--- src/rtl/multicycle_uc_pkg.sv ---
// Shared constants for the multicycle RV32I control unit: state encodings,
// opcodes, ALU operation classes and datapath mux select codes.
package mc_uc_pkg;

    localparam logic [3:0] S_FETCH    = 4'd0;
    localparam logic [3:0] S_DECODE   = 4'd1;
    localparam logic [3:0] S_MEMADR   = 4'd2;
    localparam logic [3:0] S_MEMREAD  = 4'd3;
    localparam logic [3:0] S_MEMWB    = 4'd4;
    localparam logic [3:0] S_MEMWRITE = 4'd5;
    localparam logic [3:0] S_EXECR    = 4'd6;
    localparam logic [3:0] S_EXECI    = 4'd7;
    localparam logic [3:0] S_ALUWB    = 4'd8;
    localparam logic [3:0] S_BRANCH   = 4'd9;
    localparam logic [3:0] S_JAL      = 4'd10;
    localparam logic [3:0] S_TRAP     = 4'd11;

    localparam logic [6:0] OP_LW  = 7'b0000011;
    localparam logic [6:0] OP_SW  = 7'b0100011;
    localparam logic [6:0] OP_R   = 7'b0110011;
    localparam logic [6:0] OP_I   = 7'b0010011;
    localparam logic [6:0] OP_BR  = 7'b1100011;
    localparam logic [6:0] OP_JAL = 7'b1101111;

    typedef enum logic [1:0] {
        ALUOP_ADD   = 2'b00,
        ALUOP_SUB   = 2'b01,
        ALUOP_FUNCT = 2'b10
    } aluop_e;

    localparam logic [2:0] ALU_ADD = 3'b000;
    localparam logic [2:0] ALU_SUB = 3'b001;
    localparam logic [2:0] ALU_AND = 3'b010;
    localparam logic [2:0] ALU_OR  = 3'b011;
    localparam logic [2:0] ALU_SLT = 3'b101;

    localparam logic [1:0] SRCA_PC    = 2'b00;
    localparam logic [1:0] SRCA_OLDPC = 2'b01;
    localparam logic [1:0] SRCA_RS1   = 2'b10;
    localparam logic [1:0] SRCB_RS2   = 2'b00;
    localparam logic [1:0] SRCB_IMM   = 2'b01;
    localparam logic [1:0] SRCB_FOUR  = 2'b10;
    localparam logic [1:0] RES_ALUOUT = 2'b00;
    localparam logic [1:0] RES_DATA   = 2'b01;
    localparam logic [1:0] RES_ALU    = 2'b10;
    localparam logic [1:0] IMM_I      = 2'b00;
    localparam logic [1:0] IMM_S      = 2'b01;
    localparam logic [1:0] IMM_B      = 2'b10;
    localparam logic [1:0] IMM_J      = 2'b11;

    // ALU instructions whose funct3 maps to an implemented operation.
    function automatic logic f3_alu_ok(input logic [2:0] f3);
        return (f3 == 3'b000) || (f3 == 3'b010) || (f3 == 3'b110) || (f3 == 3'b111);
    endfunction

endpackage

--- src/rtl/multicycle_uc_if.sv ---
// Instruction-field inputs and datapath control outputs of the multicycle control unit.
interface multicycle_uc_if #(parameter int ALU_CTRL_W = 3);
    logic [6:0]            op;
    logic [2:0]            f3;
    logic                  f7;
    logic                  zero;
    logic                  pcWrite;
    logic                  adrSrc;
    logic                  memWrite;
    logic                  irWrite;
    logic [1:0]            resSrc;
    logic [1:0]            aluSrcA;
    logic [1:0]            aluSrcB;
    logic [ALU_CTRL_W-1:0] ALUcontrol;
    logic [1:0]            immSrc;
    logic                  regWrite;
    logic                  illegal;
    logic [3:0]            state_o;

    modport master (
        output op, f3, f7, zero,
        input  pcWrite, adrSrc, memWrite, irWrite, resSrc, aluSrcA, aluSrcB,
               ALUcontrol, immSrc, regWrite, illegal, state_o
    );

    modport slave (
        input  op, f3, f7, zero,
        output pcWrite, adrSrc, memWrite, irWrite, resSrc, aluSrcA, aluSrcB,
               ALUcontrol, immSrc, regWrite, illegal, state_o
    );
endinterface

--- src/rtl/multicycle_uc_alu_dec.sv ---
// Combinational ALU control decode from ALU operation class and funct fields.
module alu_decoder_mc
    import mc_uc_pkg::*;
#(
    parameter int ALU_CTRL_W = 3
) (
    input  aluop_e                aluop,
    input  logic [2:0]            f3,
    input  logic                  op5,
    input  logic                  f7,
    output logic [ALU_CTRL_W-1:0] alu_ctrl
);
    logic [2:0] code;

    always_comb begin
        code = ALU_ADD;
        case (aluop)
            ALUOP_SUB:   code = ALU_SUB;
            ALUOP_FUNCT: begin
                case (f3)
                    // Only R-type (op[5]=1) can subtract; addi ignores IR[30].
                    3'b000:  code = (op5 && f7) ? ALU_SUB : ALU_ADD;
                    3'b010:  code = ALU_SLT;
                    3'b110:  code = ALU_OR;
                    3'b111:  code = ALU_AND;
                    default: code = ALU_ADD;
                endcase
            end
            default:     code = ALU_ADD;
        endcase
        alu_ctrl = ALU_CTRL_W'(code);
    end
endmodule

--- src/rtl/multicycle_uc.sv ---
// Multicycle RV32I control unit: Moore sequencing FSM with registered state,
// combinational output table, ALU decode and immediate-format decode.
//
// state    | meaning
// FETCH    | read instruction at PC, load IR/oldPC, PC <= PC+4
// DECODE   | branch target oldPC+imm into ALUOut, dispatch on opcode
// MEMADR   | rs1+imm effective address
// MEMREAD  | read data memory at ALUOut
// MEMWB    | write loaded data to rd
// MEMWRITE | write rs2 to data memory at ALUOut
// EXECR    | rs1 op rs2
// EXECI    | rs1 op imm
// ALUWB    | write ALUOut to rd
// BRANCH   | compare rs1/rs2, load PC from ALUOut if taken
// JAL      | PC <= target, ALUOut <= oldPC+4
// TRAP     | illegal instruction seen; held until reset
module multicycle_uc
    import mc_uc_pkg::*;
#(
    parameter int ALU_CTRL_W      = 3,
    parameter int HAS_BNE         = 1,
    parameter int TRAP_ON_ILLEGAL = 1
) (
    input logic            clk,
    input logic            rst,
    multicycle_uc_if.slave bus
);
    localparam logic [3:0] S_ILLEGAL = (TRAP_ON_ILLEGAL != 0) ? S_TRAP : S_FETCH;

    logic [3:0] state, state_nx;
    logic       pc_upd, branch, taken, br_ok;
    logic       ir_w, mem_w, reg_w;
    aluop_e     aluop;

    always_ff @(posedge clk) begin
        if (rst) state <= S_FETCH;
        else     state <= state_nx;
    end

    assign br_ok = (bus.f3 == 3'b000) || ((HAS_BNE != 0) && (bus.f3 == 3'b001));
    assign taken = ((bus.f3 == 3'b000) && bus.zero) ||
                   ((HAS_BNE != 0) && (bus.f3 == 3'b001) && !bus.zero);

    always_comb begin
        state_nx = state;
        case (state)
            S_FETCH:  state_nx = S_DECODE;
            S_DECODE: begin
                case (bus.op)
                    OP_LW, OP_SW: state_nx = S_MEMADR;
                    OP_R:         state_nx = f3_alu_ok(bus.f3) ? S_EXECR : S_ILLEGAL;
                    OP_I:         state_nx = f3_alu_ok(bus.f3) ? S_EXECI : S_ILLEGAL;
                    OP_BR:        state_nx = br_ok ? S_BRANCH : S_ILLEGAL;
                    OP_JAL:       state_nx = S_JAL;
                    default:      state_nx = S_ILLEGAL;
                endcase
            end
            S_MEMADR:   state_nx = (bus.op == OP_SW) ? S_MEMWRITE : S_MEMREAD;
            S_MEMREAD:  state_nx = S_MEMWB;
            S_EXECR,
            S_EXECI,
            S_JAL:      state_nx = S_ALUWB;
            S_TRAP:     state_nx = S_TRAP;
            default:    state_nx = S_FETCH;
        endcase
    end

    always_comb begin
        pc_upd      = 1'b0;
        branch      = 1'b0;
        ir_w        = 1'b0;
        mem_w       = 1'b0;
        reg_w       = 1'b0;
        aluop       = ALUOP_ADD;
        bus.adrSrc  = 1'b0;
        bus.resSrc  = RES_ALUOUT;
        bus.aluSrcA = SRCA_PC;
        bus.aluSrcB = SRCB_RS2;
        bus.illegal = 1'b0;
        case (state)
            S_FETCH:    begin ir_w = 1'b1; pc_upd = 1'b1; bus.aluSrcB = SRCB_FOUR; bus.resSrc = RES_ALU; end
            S_DECODE:   begin bus.aluSrcA = SRCA_OLDPC; bus.aluSrcB = SRCB_IMM; end
            S_MEMADR:   begin bus.aluSrcA = SRCA_RS1; bus.aluSrcB = SRCB_IMM; end
            S_MEMREAD:  bus.adrSrc = 1'b1;
            S_MEMWB:    begin bus.resSrc = RES_DATA; reg_w = 1'b1; end
            S_MEMWRITE: begin bus.adrSrc = 1'b1; mem_w = 1'b1; end
            S_EXECR:    begin bus.aluSrcA = SRCA_RS1; aluop = ALUOP_FUNCT; end
            S_EXECI:    begin bus.aluSrcA = SRCA_RS1; bus.aluSrcB = SRCB_IMM; aluop = ALUOP_FUNCT; end
            S_ALUWB:    reg_w = 1'b1;
            S_BRANCH:   begin bus.aluSrcA = SRCA_RS1; aluop = ALUOP_SUB; branch = 1'b1; end
            S_JAL:      begin bus.aluSrcA = SRCA_OLDPC; bus.aluSrcB = SRCB_FOUR; pc_upd = 1'b1; end
            S_TRAP:     bus.illegal = 1'b1;
            default:    ;
        endcase
    end

    always_comb begin
        case (bus.op)
            OP_SW:   bus.immSrc = IMM_S;
            OP_BR:   bus.immSrc = IMM_B;
            OP_JAL:  bus.immSrc = IMM_J;
            default: bus.immSrc = IMM_I;
        endcase
    end

    // Reset gates every write enable so an interrupted instruction leaves no side effect.
    assign bus.pcWrite  = !rst && (pc_upd || (branch && taken));
    assign bus.irWrite  = !rst && ir_w;
    assign bus.memWrite = !rst && mem_w;
    assign bus.regWrite = !rst && reg_w;
    assign bus.state_o  = state;

    alu_decoder_mc #(.ALU_CTRL_W(ALU_CTRL_W)) u_alu_dec (
        .aluop    (aluop),
        .f3       (bus.f3),
        .op5      (bus.op[5]),
        .f7       (bus.f7),
        .alu_ctrl (bus.ALUcontrol)
    );
endmodule
--- src/flat_wrapper.sv ---
// flat-port wrapper written by rule: the top's interface ports become plain ports
module multicycle_uc_flat import mc_uc_pkg::*;
#(
    parameter int ALU_CTRL_W      = 3,
    parameter int HAS_BNE         = 1,
    parameter int TRAP_ON_ILLEGAL = 1
)
  (clk, rst, bus_op, bus_f3, bus_f7, bus_zero, bus_pcWrite, bus_adrSrc, bus_memWrite, bus_irWrite, bus_resSrc, bus_aluSrcA, bus_aluSrcB, bus_ALUcontrol, bus_immSrc, bus_regWrite, bus_illegal, bus_state_o);
  multicycle_uc_if #(.ALU_CTRL_W(ALU_CTRL_W)) bus_i ();
  input logic clk;
  input logic rst;
  input wire logic [$bits(bus_i.op)-1:0] bus_op;
  input wire logic [$bits(bus_i.f3)-1:0] bus_f3;
  input wire logic [$bits(bus_i.f7)-1:0] bus_f7;
  input wire logic [$bits(bus_i.zero)-1:0] bus_zero;
  output wire logic [$bits(bus_i.pcWrite)-1:0] bus_pcWrite;
  output wire logic [$bits(bus_i.adrSrc)-1:0] bus_adrSrc;
  output wire logic [$bits(bus_i.memWrite)-1:0] bus_memWrite;
  output wire logic [$bits(bus_i.irWrite)-1:0] bus_irWrite;
  output wire logic [$bits(bus_i.resSrc)-1:0] bus_resSrc;
  output wire logic [$bits(bus_i.aluSrcA)-1:0] bus_aluSrcA;
  output wire logic [$bits(bus_i.aluSrcB)-1:0] bus_aluSrcB;
  output wire logic [$bits(bus_i.ALUcontrol)-1:0] bus_ALUcontrol;
  output wire logic [$bits(bus_i.immSrc)-1:0] bus_immSrc;
  output wire logic [$bits(bus_i.regWrite)-1:0] bus_regWrite;
  output wire logic [$bits(bus_i.illegal)-1:0] bus_illegal;
  output wire logic [$bits(bus_i.state_o)-1:0] bus_state_o;
  assign bus_i.op = bus_op;
  assign bus_i.f3 = bus_f3;
  assign bus_i.f7 = bus_f7;
  assign bus_i.zero = bus_zero;
  assign bus_pcWrite = bus_i.pcWrite;
  assign bus_adrSrc = bus_i.adrSrc;
  assign bus_memWrite = bus_i.memWrite;
  assign bus_irWrite = bus_i.irWrite;
  assign bus_resSrc = bus_i.resSrc;
  assign bus_aluSrcA = bus_i.aluSrcA;
  assign bus_aluSrcB = bus_i.aluSrcB;
  assign bus_ALUcontrol = bus_i.ALUcontrol;
  assign bus_immSrc = bus_i.immSrc;
  assign bus_regWrite = bus_i.regWrite;
  assign bus_illegal = bus_i.illegal;
  assign bus_state_o = bus_i.state_o;
  multicycle_uc #(.ALU_CTRL_W(ALU_CTRL_W), .HAS_BNE(HAS_BNE), .TRAP_ON_ILLEGAL(TRAP_ON_ILLEGAL)) u_core (.clk(clk), .rst(rst), .bus(bus_i));
endmodule
--- config.mk ---
export PLATFORM = sky130hd
export DESIGN_NAME = multicycle_uc_flat
export DESIGN_NICKNAME = d
export VERILOG_FILES = /design/src/rtl/multicycle_uc_pkg.sv /design/src/rtl/multicycle_uc_if.sv /design/src/rtl/multicycle_uc_alu_dec.sv /design/src/rtl/multicycle_uc.sv /design/src/flat_wrapper.sv
export SDC_FILE = /design/constraint.sdc
export NUM_CORES = 1
export LEC_CHECK = 0
export CAP_MARGIN = 20
export CORE_MARGIN = 1.5
export CORE_UTILIZATION = 39
export CTS_CLUSTER_DIAMETER = 40
export CTS_CLUSTER_SIZE = 10
export DETAILED_ROUTE_END_ITERATION = 6
export PLACE_DENSITY_LB_ADDON = 0.05
export SLEW_MARGIN = 20
export SYNTH_ARGS = -nofsm -noshare
export SYNTH_HDL_FRONTEND = slang
export SYNTH_SLANG_ARGS = --single-unit
--- constraint.sdc ---
create_clock -name clk -period 2.7 [get_ports clk]
set_input_delay 0.27 -clock clk [delete_from_list [all_inputs] [get_ports clk]]
set_output_delay 0.27 -clock clk [all_outputs]
set_load 0.01 [all_outputs]
==> impl_metrics.env <==
export IMPL_outcome="completed"
export IMPL_ys_types=34
export IMPL_die_w_microns=41.9
export IMPL_port_buffers=34
export IMPL_syn_avg_cell_area_sq_um=6.48
export IMPL_synth_fp_nets=107
export IMPL_setup_ws_ns=0.177
export IMPL_yosys_area_top_type="dfxtp_1"
export IMPL_grt_pass1_vias=714
export IMPL_firstDrtPassIters=4
export IMPL_synth_area_sq_um=589
export IMPL_power_frac_clock_pct=9.3
export IMPL_via_count=818
export IMPL_numCtsBuffers=3
export IMPL_netSwitchingFraction_pct=44.4
export IMPL_rr_startpoint="u_core.bus.state_o[3]"
export IMPL_grt_max_degree=16
export IMPL_grt_pass1_wl_microns=3020
export IMPL_rsz0062_at_grt="false"
export IMPL_cts_buffer_depth=2
export IMPL_fin_crit_ns=2.52
export IMPL_clock_sinks=4
export IMPL_dpl_hpwl_microns=1350
export IMPL_largest_reg_flops=4
export IMPL_relSlewSlack_pct=75.4
export IMPL_gp_congestion=0.840
export IMPL_setup_tns_ns=0
export IMPL_yosys_top_cells_area="dfxtp_1, nor2_1, nor3_1, a21oi_1, nand2_1"
export IMPL_crit_type="reg -> out"
export IMPL_finalPower_w=0.000818
export IMPL_core_sq_um=1350
export IMPL_synth_top_cell_area_share_pct=13.6
export IMPL_io_pins=35
export IMPL_period_share_pct=93.4
export IMPL_power_frac_comb_pct=77.2
export IMPL_cts_root_buf="clkbuf_4"
export IMPL_rrSetupSlack_ns=0.98
export IMPL_synth_edf_count=0
export IMPL_synthCells=91
export IMPL_dieArea_sq_um=1750
export IMPL_grt_usage_pct=21.8
export IMPL_critPathArrivalTime_ns=2.25
export IMPL_cts_htree_levels=1
export IMPL_yosysSeqAreaShare_pct=13.6
export IMPL_area_growth_syn_to_layout_pct=64.8
export IMPL_leakage_nw=0.355
export IMPL_path_clk_slew_ns=0.04
export IMPL_row_count=13
export IMPL_hp_class="reg -> reg"
export IMPL_holdWs_ns=0.720
export IMPL_seqPwrFrac_pct=13.5
export IMPL_antenna_found_initial=0
export IMPL_routed_wl_microns=1780
export IMPL_drtAntennaViolNets=0
export IMPL_finalHoldViolCount=0
export IMPL_post_cts_buffers=0
export IMPL_vias_per_cell=5.80
export IMPL_cts_tree="built"
export IMPL_skew_ns=0.00493
export IMPL_pre_cts_slack_ns=0.435
export IMPL_slew_viol_final=0
export IMPL_overflow=0
export IMPL_post_cts_resized=0
export IMPL_wl_per_cell_microns=12.7
export IMPL_hold_path_end="u_core.bus.state_o[2]"
export IMPL_ys_ff_latch=4
export IMPL_drc=0
export IMPL_p_int_w=0.000455
export IMPL_cp_required_ns=2.43
export IMPL_yosys_most_used_dff="dfxtp_1"
export IMPL_synthArstFlopShare_pct=0
export IMPL_synth_warnings=0
export IMPL_diodes=0
export IMPL_power_density_nw_per_um2=842
export IMPL_drtIter0Drc=21
export IMPL_maxCapViolCount=0
export IMPL_min_from="u_core.bus.state_o[0]"
export IMPL_hold_depth=3
export IMPL_layout_drive_gt1_share_pct=7.94
export IMPL_rr_worst_depth=5
export IMPL_end_kind="primary output"
export IMPL_max_freq_ghz=0.396
export IMPL_p_sw_w=0.000363
export IMPL_r2r_end="u_core.bus.state_o[0]"
export IMPL_vdd_ir_drop_worst_uv=534
export IMPL_initial_core_util_pct=43.7
export IMPL_cts_hold_buffers_added=0
export IMPL_worst_pin_slew_ns=0.365
export IMPL_nets=144
export IMPL_setup_viol=0
export IMPL_crit_fanout=7
export IMPL_die_y_microns=41.9
export IMPL_clock_latency_ns=0.24
export IMPL_critPathLaunchType="flip-flop"
-- placed cells by master (no fill, tap or decap), types with 2 or more instances in the layout --
cell type	synthesis	routed
a21oi_1	6	6
buf_4	0	4
clkbuf_4	0	3
clkdlybuf4s50_1	0	34
dfxtp_1	4	4
ha_1	2	2
inv_1	6	6
nand2_1	7	7
nand2b_1	4	4
nor2_1	16	16
nor3_1	8	8
nor4_1	4	4
o21ai_0	3	3
xnor2_1	3	3
xor2_1	2	2
-- Yosys cell counts (2+ instances only) --
library cell and n:
nor3_1 8, ha_1 2, o21ai_0 3, nand2_1 7
dfxtp_1 4, a21oi_1 6, xor2_1 2, inv_1 6
nor4_1 4, nand2b_1 4, xnor2_1 3, clkbuf_1 5
nor2_1 16
-- worst max path at each step --
stage	from	end	slack, ns
finish	u_core.bus.state_o[2]	bus_ALUcontrol[2]	0.18
global route	u_core.bus.state_o[2]	bus_ALUcontrol[2]	0.04
CTS	u_core.bus.state_o[2]	bus_ALUcontrol[2]	0.17
detailed placement	u_core.bus.state_o[2]	bus_ALUcontrol[2]	0.43
global placement	u_core.bus.state_o[2]	bus_ALUcontrol[2]	0.45
floorplan	u_core.bus.state_o[1]	bus_ALUcontrol[2]	0.75
-- worst max-delay path, cell delays in order (launching register included) --
cell	delay [ns]
dfxtp_1	0.38
nand2b_1	0.26
nor2_1	0.12
nand2_1	0.11
ha_1	0.35
nor4_1	0.23
clkdlybuf4s50_1	0.58
-- cell families after synthesis --
kind of cell	count (synthesis)	share of synthesized area [%]
adder cells (fa/ha/maj)	2	4.25
XOR/XNOR	5	7.43
flip-flops	4	13.6
buffers and inverters	13	9.55
AO/OA/AOI/OAI	22	27.0
AND/OR/NAND/NOR	45	38.2
-- area by class of cell --
type	count	area [sq um]
inverters	7	26.3
clock buffers	3	22.5
fillers	129	379
repair buffers	38	370
flip-flops and latches	4	80.1
well taps	15	18.8
multi-input cells	74	453
-- per-stage QoR --
stage	utilization (%)	instance area (sq um)	std cells
3_5_place_dp	70.3	948	138
5_1_grt	71.9	971	141
6_report	71.9	971	141
3_3_place_gp	70.3	948	138
4_1_cts	71.9	971	141
2_1_floorplan	-	589	91
-- power groups by stage --
stage                Clock, W  Sequential (W)  Combinational [W]
global placement            0        0.000110           0.000622
global route        0.0000845        0.000116           0.000688
detailed placement          0        0.000110           0.000626
floorplan                   0        0.000118           0.000331
finish              0.0000761        0.000111           0.000631
CTS                 0.0000782        0.000110           0.000631
-- metal layers --
metal / part of all wire [%] / vias to the layer above / global-route usage [%]
met5: 0 / - / 0
met4: 0 / 0 / 5.81
met1: 45 / 378 / 27.8
li1: - / 402 / -
met3: 9.3 / 0 / 6.52
met2: 46 / 38 / 35.3
No activity file was read; power rests on OpenSTA's default activity.
